`src/rtl/led_seq_ctrl.sv`:
```
// led_seq_ctrl
//   Drives a bank of LEDs through one of four step patterns. The step rate is
//   DIV clk cycles per base tick times a programmable number of ticks per step.
//   The block is controlled by one-cycle command strobes (stop > start > pause).
//
// Parameters
//   LED_W    number of LED outputs (2..16)
//   DIV      clk cycles per base tick (1..2^25)
//
// Ports
//   clk       in   single clock, rising edge
//   rst_n     in   asynchronous active-low reset
//   start_i   in   strobe: latch mode_i/period_i, load the pattern, run
//   stop_i    in   strobe: return to IDLE and clear everything
//   pause_i   in   strobe: toggle RUN <-> PAUSE (ignored in IDLE)
//   mode_i    in   0 flow-left, 1 flow-right, 2 blink, 3 ping-pong
//   period_i  in   base ticks per LED step (0 is treated as 1)
//   led       out  registered LED drive, 1 = on
//   busy_o    out  high whenever the state is not IDLE
//   step_o    out  one-cycle pulse with each new led value
//   wrap_o    out  one-cycle pulse on the step that completes a pattern cycle
module led_seq_ctrl #(
  parameter int LED_W = 4,
  parameter int DIV   = 25
) (
  input  logic             clk,
  input  logic             rst_n,
  input  logic             start_i,
  input  logic             stop_i,
  input  logic             pause_i,
  input  logic [1:0]       mode_i,
  input  logic [7:0]       period_i,
  output logic [LED_W-1:0] led,
  output logic             busy_o,
  output logic             step_o,
  output logic             wrap_o
);

  typedef enum logic [1:0] {
    IDLE  = 2'd0,
    RUN   = 2'd1,
    PAUSE = 2'd2
  } state_t;

  localparam logic [24:0] DIV_M1  = 25'(DIV - 1);
  localparam logic        DIR_UP  = 1'b0;
  localparam logic        DIR_DN  = 1'b1;

  state_t             state_q,  state_d;
  logic [1:0]         mode_q,   mode_d;
  logic [7:0]         period_q, period_d;
  logic               dir_q,    dir_d;
  logic [24:0]        presc_q,  presc_d;
  logic [7:0]         cnt_q,    cnt_d;
  logic [LED_W-1:0]   led_q,    led_d;
  logic               busy_q,   busy_d;
  logic               step_q,   step_d;
  logic               wrap_q,   wrap_d;

  logic               tick;
  logic [LED_W-1:0]   nxt_led;
  logic               nxt_dir;

  // Pattern value loaded on start; also the value that marks a completed cycle.
  function automatic logic [LED_W-1:0] load_pattern(input logic [1:0] m);
    logic [LED_W-1:0] v;
    case (m)
      2'd1:    v = {1'b1, {(LED_W-1){1'b0}}};
      2'd2:    v = '1;
      default: v = LED_W'(1);
    endcase
    return v;
  endfunction

  assign tick = (presc_q == DIV_M1);

  // Next led value for the latched mode. Ping-pong flips direction as soon as
  // the lit bit lands on an end, so each end bit is shown for exactly one step.
  always_comb begin
    nxt_led = led_q;
    nxt_dir = dir_q;
    case (mode_q)
      2'd0: nxt_led = {led_q[LED_W-2:0], led_q[LED_W-1]};
      2'd1: nxt_led = {led_q[0], led_q[LED_W-1:1]};
      2'd2: nxt_led = ~led_q;
      default: begin
        if (dir_q == DIR_UP) nxt_led = led_q << 1;
        else                 nxt_led = led_q >> 1;
        if (nxt_led[LED_W-1])  nxt_dir = DIR_DN;
        else if (nxt_led[0])   nxt_dir = DIR_UP;
      end
    endcase
  end

  // Command decode and counters. A command cycle never advances the counters,
  // so a pause or resume strobe takes effect without consuming a clk of count.
  always_comb begin
    state_d  = state_q;
    mode_d   = mode_q;
    period_d = period_q;
    dir_d    = dir_q;
    presc_d  = presc_q;
    cnt_d    = cnt_q;
    led_d    = led_q;
    step_d   = 1'b0;
    wrap_d   = 1'b0;

    if (stop_i) begin
      state_d = IDLE;
      led_d   = '0;
      presc_d = '0;
      cnt_d   = '0;
    end else if (start_i) begin
      state_d  = RUN;
      mode_d   = mode_i;
      period_d = (period_i == 8'd0) ? 8'd1 : period_i;
      presc_d  = '0;
      cnt_d    = '0;
      led_d    = load_pattern(mode_i);
      dir_d    = DIR_UP;
    end else if (pause_i) begin
      case (state_q)
        RUN:     state_d = PAUSE;
        PAUSE:   state_d = RUN;
        default: state_d = state_q;
      endcase
    end else if (state_q == RUN) begin
      presc_d = tick ? 25'd0 : presc_q + 25'd1;
      if (tick) begin
        if (cnt_q == period_q - 8'd1) begin
          cnt_d  = '0;
          led_d  = nxt_led;
          dir_d  = nxt_dir;
          step_d = 1'b1;
          wrap_d = (nxt_led == load_pattern(mode_q));
        end else begin
          cnt_d = cnt_q + 8'd1;
        end
      end
    end

    busy_d = (state_d != IDLE);
  end

  always_ff @(posedge clk or negedge rst_n) begin
    if (!rst_n) begin
      state_q  <= IDLE;
      mode_q   <= 2'd0;
      period_q <= 8'd1;
      dir_q    <= DIR_UP;
      presc_q  <= '0;
      cnt_q    <= '0;
      led_q    <= '0;
      busy_q   <= 1'b0;
      step_q   <= 1'b0;
      wrap_q   <= 1'b0;
    end else begin
      state_q  <= state_d;
      mode_q   <= mode_d;
      period_q <= period_d;
      dir_q    <= dir_d;
      presc_q  <= presc_d;
      cnt_q    <= cnt_d;
      led_q    <= led_d;
      busy_q   <= busy_d;
      step_q   <= step_d;
      wrap_q   <= wrap_d;
    end
  end

  assign led    = led_q;
  assign busy_o = busy_q;
  assign step_o = step_q;
  assign wrap_o = wrap_q;

endmodule

```
`config.mk`:
```
export PLATFORM = sky130hd
export DESIGN_NAME = led_seq_ctrl
export DESIGN_NICKNAME = d
export VERILOG_FILES = /design/src/rtl/led_seq_ctrl.sv
export SDC_FILE = /design/constraint.sdc
export NUM_CORES = 1
export LEC_CHECK = 0
export BUFFER_PORTS_ARGS = -buffer_cell sky130_fd_sc_hd__buf_2
export CAP_MARGIN = 20
export CORE_MARGIN = 2
export CORE_UTILIZATION = 60
export CTS_BUF_LIST = sky130_fd_sc_hd__clkbuf_16
export DETAILED_ROUTE_END_ITERATION = 8
export GPL_TIMING_DRIVEN = 0
export MAX_ROUTING_LAYER = met4
export PLACE_DENSITY = 0.86
export SLEW_MARGIN = 20
export SYNTH_ARGS = -nofsm -noshare
export SYNTH_HDL_FRONTEND = slang
export SYNTH_SLANG_ARGS = --single-unit
```
`constraint.sdc`:
```
create_clock -name clk -period 3.4 [get_ports clk]
set_clock_uncertainty 0.15 [all_clocks]
set_input_delay 0.68 -clock clk [delete_from_list [all_inputs] [get_ports clk]]
set_output_delay 0.68 -clock clk [all_outputs]
set_load 0.01 [all_outputs]
```
== Word level (Yosys, flattened, before mapping) ==
Index checks and enable logic that the tools add are counted.
Word-level totals
  flip-flop bits (word level): 53
  word-level logic and storage cells: 96
  output and inout port bits: 7
  input bits: 15
Operators by class
  equality and inequality tests: 12
  reduce and logical (&&, ||, !) cells: 16
  bitwise logic cells: 2
  muxes and demuxes: 53
  add/sub/neg operators: 3
Operators with widths (number)
  $mux 25: 5
  $mux 4: 14
  $mux 8: 7
  $add 25x1->25 const B: 1
  $eq 25x5->1 const B: 1
  $mux 1: 20
  $pmux 4 s2: 2
  $pmux 4 s3: 1
  $reduce_bool 3->1: 4
  $add 8x1->8 const B: 1
  $eq 8x8->1: 1
  $logic_not 8->1: 1
  $reduce_bool 2->1: 4
  $sub 8x1->8 const B: 1
  $reduce_and 7->1: 1
  $eq 2x1->1 const B: 3
  $eq 2x2->1 const B: 3
  $mux 2: 3
  $eq 4x4->1: 1
  $not 4->4: 1
  $pmux 2 s2: 1
  $reduce_and 2->1: 2
  $reduce_and 4->1: 1
  $ne 3x3->1 const B: 1
  6 further kinds: 6

== Depth between registers and ports, before layout ==
  depth in word-level cells: 15
  gate-level depth with buffers: 10
  depth with buffers taken out: 8

== Least setup slack after synthesis ==
No wires, ideal clock.
  path type: register to register
  start point: register period_q[0]
  end point: register cnt_q[3]
  path buffers: 1
  setup slack: 0.819 ns
  data arrival time: 2.349 ns
  setup time: 0.082 ns
  stages on the path, launching flop included: 10
  data required time: 3.168 ns
  period minus slack after synthesis: 2.581 ns
  cells stage by stage: dfstp_2 -> inv_1 -> ha_1 -> xnor2_1 -> and4b_1 -> a41o_1 -> o211a_1 -> clkbuf_1 -> or4_1 -> a31oi_1
On the way
  longest elaborated chain between the ends: 8
Ends and longest elaborated chain
  from (decl): RTL line 51  | logic [7:0] period_q, period_d;
  from (signal assigned): RTL line 160  | period_q <= period_d;
  $sub 8x1->8: RTL line 130  | if (cnt_q == period_q - 8'd1) begin
  $eq 8x8->1: RTL line 130
  $mux 8: RTL line 130
  $mux 8: RTL line 129  | if (tick) begin
  $mux 8: RTL line 127  | end else if (state_q == RUN) begin
  $mux 8: RTL line 121  | end else if (pause_i) begin
  $mux 8: RTL line 113  | end else if (start_i) begin
  $mux 8: RTL line 108  | if (stop_i) begin
  to (signal assigned): RTL line 163  | cnt_q <= cnt_d;
  to (decl): RTL line 54  | logic [7:0] cnt_q, cnt_d;
Every way passes these cells. The select of a mux whose other input is x is not followed.
A chain may end at the register's enable or synchronous reset.

== Worst setup path after layout ==
  start point: register period_q[0]
  end point: register led_q[2] (netlist: led[2])
On the way
  longest elaborated chain between the ends: 4
Ends and longest elaborated chain
  $sub 8x1->8: RTL line 130
  $eq 8x8->1: RTL line 130
  $reduce_bool 3->1 (no source line)
  $reduce_and 4->1 (no source line)
  to (signal assigned): RTL line 164  | led_q <= led_d;
  to (decl): RTL line 55  | logic [LED_W-1:0] led_q, led_d;
Every way passes these cells.

==> flow_summary.yaml <==
timing:
  setup_viol: 0
  final_max_slew_viol_count: 0
  final.setup.tns_ns: 0
  slew_headroom: 0.510
  post_route_fraction_of_the_period_consumed_by_the_critical_path: 0.898
  timing.final.crit_period_ns: 3.05
  fmax_ghz: 0.328
  finalHoldViolations: 0
  worst_pin_slew_ns: 0.729
  grt_setup_unrepaired: "no"
critical_path:
  startpoint: "period_q[0]"
  arrival_ns: 3.04
  critical_path.slowest_cell: "sky130_fd_sc_hd__dfstp_2"
  endpoint_kind: "flop"
  worst_setup_path_endpoint: "led[2]"
  critical_path.startpoint_type: "flop"
  worstReg2RegStart: "period_q[0]"
  r2r-end: "led[2]"
  reg2reg_setup_slack_ns: 0.35
  timing.setup.critical_path_class: "reg2reg"
  required_ns: 3.39
  timing.critical_path.cells: "inv_1 > ha_1 > xor2_1 > nand2_1 > nor4b_1 > o211a_1 > clkbuf_1 > and2_2 > buf_2 > o311ai_0"
  cp_slowest_stage_delay_ns: 0.60
  cp_max_fo: 10
  timing.reg2reg.worst_path_depth: 10
power:
  p_per_area_nw_per_um2: 393
  power.ir.vdd_worst_mv: 0.231
  power_leakage_nw: 1.52
  total_power_w: 0.00137
synth:
  synth_cell_types: 53
  synthesis.area_um2: 3150
  yosys_most_used_dff: "sky130_fd_sc_hd__dfrtp_1"
  synth_edf_count: 0
  syn_inst: 347
  synth-seq-cells: 53
  syn-mean-instance-area_um2: 9.07
  sequential_fraction_of_the_synthesis_area: 0.422
  postSynth.asyncResetShare: 1.00
  yosys_warnings: 0
  mappedNetlistNets: 374
detailed_routing:
  drt_pre_antenna_iters: 4
  drtIter0Drc: 253
  wl_per_cell_um: 15.0
  detail_route_antenna_nets: 0
  via_total_after_detailed_routing: 2690
  vias_per_cell: 6.03
  drc_errors: 0
  detail_route.wirelength_mm: 6.67
grt:
  grt_first_pass_wirelength_mm: 11.2
  antenna_found_initial: 0
  grt-ovfl-total: 0
  grt_start_max_net_pins: 54
  first_global_vias: 2511
  aggregate_global_route_resource_usage: 0.244
cts:
  tritoncts: "built"
  post-cts-setup-buffers: 0
  holdBufCountCts: 0
  cts-root-to-sink-buffers: 2
  clk_pin_slew_worst_paths_ns: 0.07
  cts_bufs_inserted: 5
  cts_htree_levels: 2
  cts_root_buf: "sky130_fd_sc_hd__clkbuf_16"
  clock_sinks: 53
  worst_skew_pair.late_latency_ns: 0.29
  postCtsResizedCells: 0
floorplanning:
  die_height_um: 76.4
  core_area_um2: 5070
  die_w_um: 76.4
  ios: 22
  rows: 26
  fp.dieArea_um2: 5840
  floorplan.initialDensity: 0.620
placed_design:
  finalWeightedCongestion: 0.913
  place.detailed.hpwl_mm: 4.79
  port_buffers: 21
finish:
  num_antenna_cells: 0
  layout.filler_cells: 390
  layout_common_cells: "52 x sky130_fd_sc_hd__dfrtp_1, 33 x sky130_fd_sc_hd__nand2_1, 29 x sky130_fd_sc_hd__nor2_1"
  area_growth_pct: 10.6
  layout-drive-gt1-share: 0.122
  nNetsFinal: 402
  layout_commonest_cell: "sky130_fd_sc_hd__dfrtp_1"
run:
  maxCapViolCount: 0
run_status:
  result_of_the_run: "completed"
min_path:
  hold_path_class: "in2async"
==> layer usage <==
layer  up-vias  share of wire  track usage
met2        61           0.50        0.408
met4         0          0.019       0.0818
met5         -              0            -
li1       1317              -            -
met1      1297           0.44        0.302
met3        15          0.040       0.0427
==> through the flow <==
stage	hold WS, ns	cells	instance area (um2)	util	setup slack (ns)
6_report	0.273	446	3480	0.686	0.348
5_1_grt	0.332	446	3480	0.686	0.189
4_1_cts	0.297	446	3480	0.686	0.417
3_5_place_dp	0.353	438	3340	0.659	0.439
3_3_place_gp	0.352	438	3340	0.658	0.486
2_1_floorplan	0.234	347	3150	-	0.819
==> where the power goes <==
part	switching, W	internal [W]	total, W
clock network	0.000217	0.000267	0.000484
registers	0.0000316	0.000655	0.000687
logic	0.000113	0.0000820	0.000195
total	0.000362	0.00100	0.00137
==> cell families after synthesis <==
| kind of cell | share of synthesized area |
|---|---|
| flops | 0.422 |
| buf+inv | 0.0326 |
| fa+ha+maj | 0.0477 |
| xor+xnor | 0.0752 |
| simple gates | 0.264 |
| mux | 0.0247 |
| compound gates | 0.134 |
==> area by class of cell <==
class / count / area, um2 / share of cell area
timing repair buffer: 21 / 108 / 0.0309
inverter: 13 / 48.8 / 0.0140
clock buffer: 5 / 125 / 0.0360
buffer: 13 / 53.8 / 0.0155
clock inverter: 3 / 12.5 / 0.00360
multi-input combinational: 268 / 1720 / 0.493
tap: 70 / 87.6 / 0.0252
sequential: 53 / 1330 / 0.382
==> flip-flops by register name (all words and copies together), names as in the netlist <==
signal    cells
mode_q        2
period_q      8
busy_o        1
dir_q         1
wrap_o        1
presc_q      25
step_o        1
state_q       2
led           4
cnt_q         8
==> how the worst min path moves through the flow <==
stage / from / to / slack, ns
after floorplan: rst_n / busy_o / 0.23
after global placement: presc_q[22] / presc_q[22] / 0.35
after detailed placement: presc_q[22] / presc_q[22] / 0.35
after CTS: rst_n / presc_q[10] / 0.30
after global routing: rst_n / presc_q[8] / 0.33
final: rst_n / presc_q[12] / 0.27
==> synthesized netlist by cell type (6+ instances only) <==
master,number,area (um2)
sky130_fd_sc_hd__o21ai_0,28,140
sky130_fd_sc_hd__ha_1,12,150
sky130_fd_sc_hd__and3_1,7,43.8
sky130_fd_sc_hd__nor4_1,8,50.1
sky130_fd_sc_hd__a21oi_1,13,65.1
sky130_fd_sc_hd__nand4_1,11,68.8
sky130_fd_sc_hd__nor2_1,29,109
sky130_fd_sc_hd__inv_1,13,48.8
sky130_fd_sc_hd__nand2_1,33,124
sky130_fd_sc_hd__xor2_1,18,158
sky130_fd_sc_hd__nand3_1,19,95.1
sky130_fd_sc_hd__dfrtp_1,52,1300
sky130_fd_sc_hd__nor3_1,11,55.1
sky130_fd_sc_hd__clkbuf_1,9,33.8
sky130_fd_sc_hd__mux2_2,6,67.6
sky130_fd_sc_hd__xnor2_1,9,78.8
==> critical path, delay by kind of cell (launching register included) <==
family	cells	cell delay, ns
DFF	1	0.60
adders and majority gates	1	0.32
AOI/OAI and AO/OA	2	0.38
xor gates and xnor gates	1	0.17
and+or+nand+nor	3	0.65
buffers and inverters	3	0.63
No activity file was read; power rests on OpenSTA's default activity.
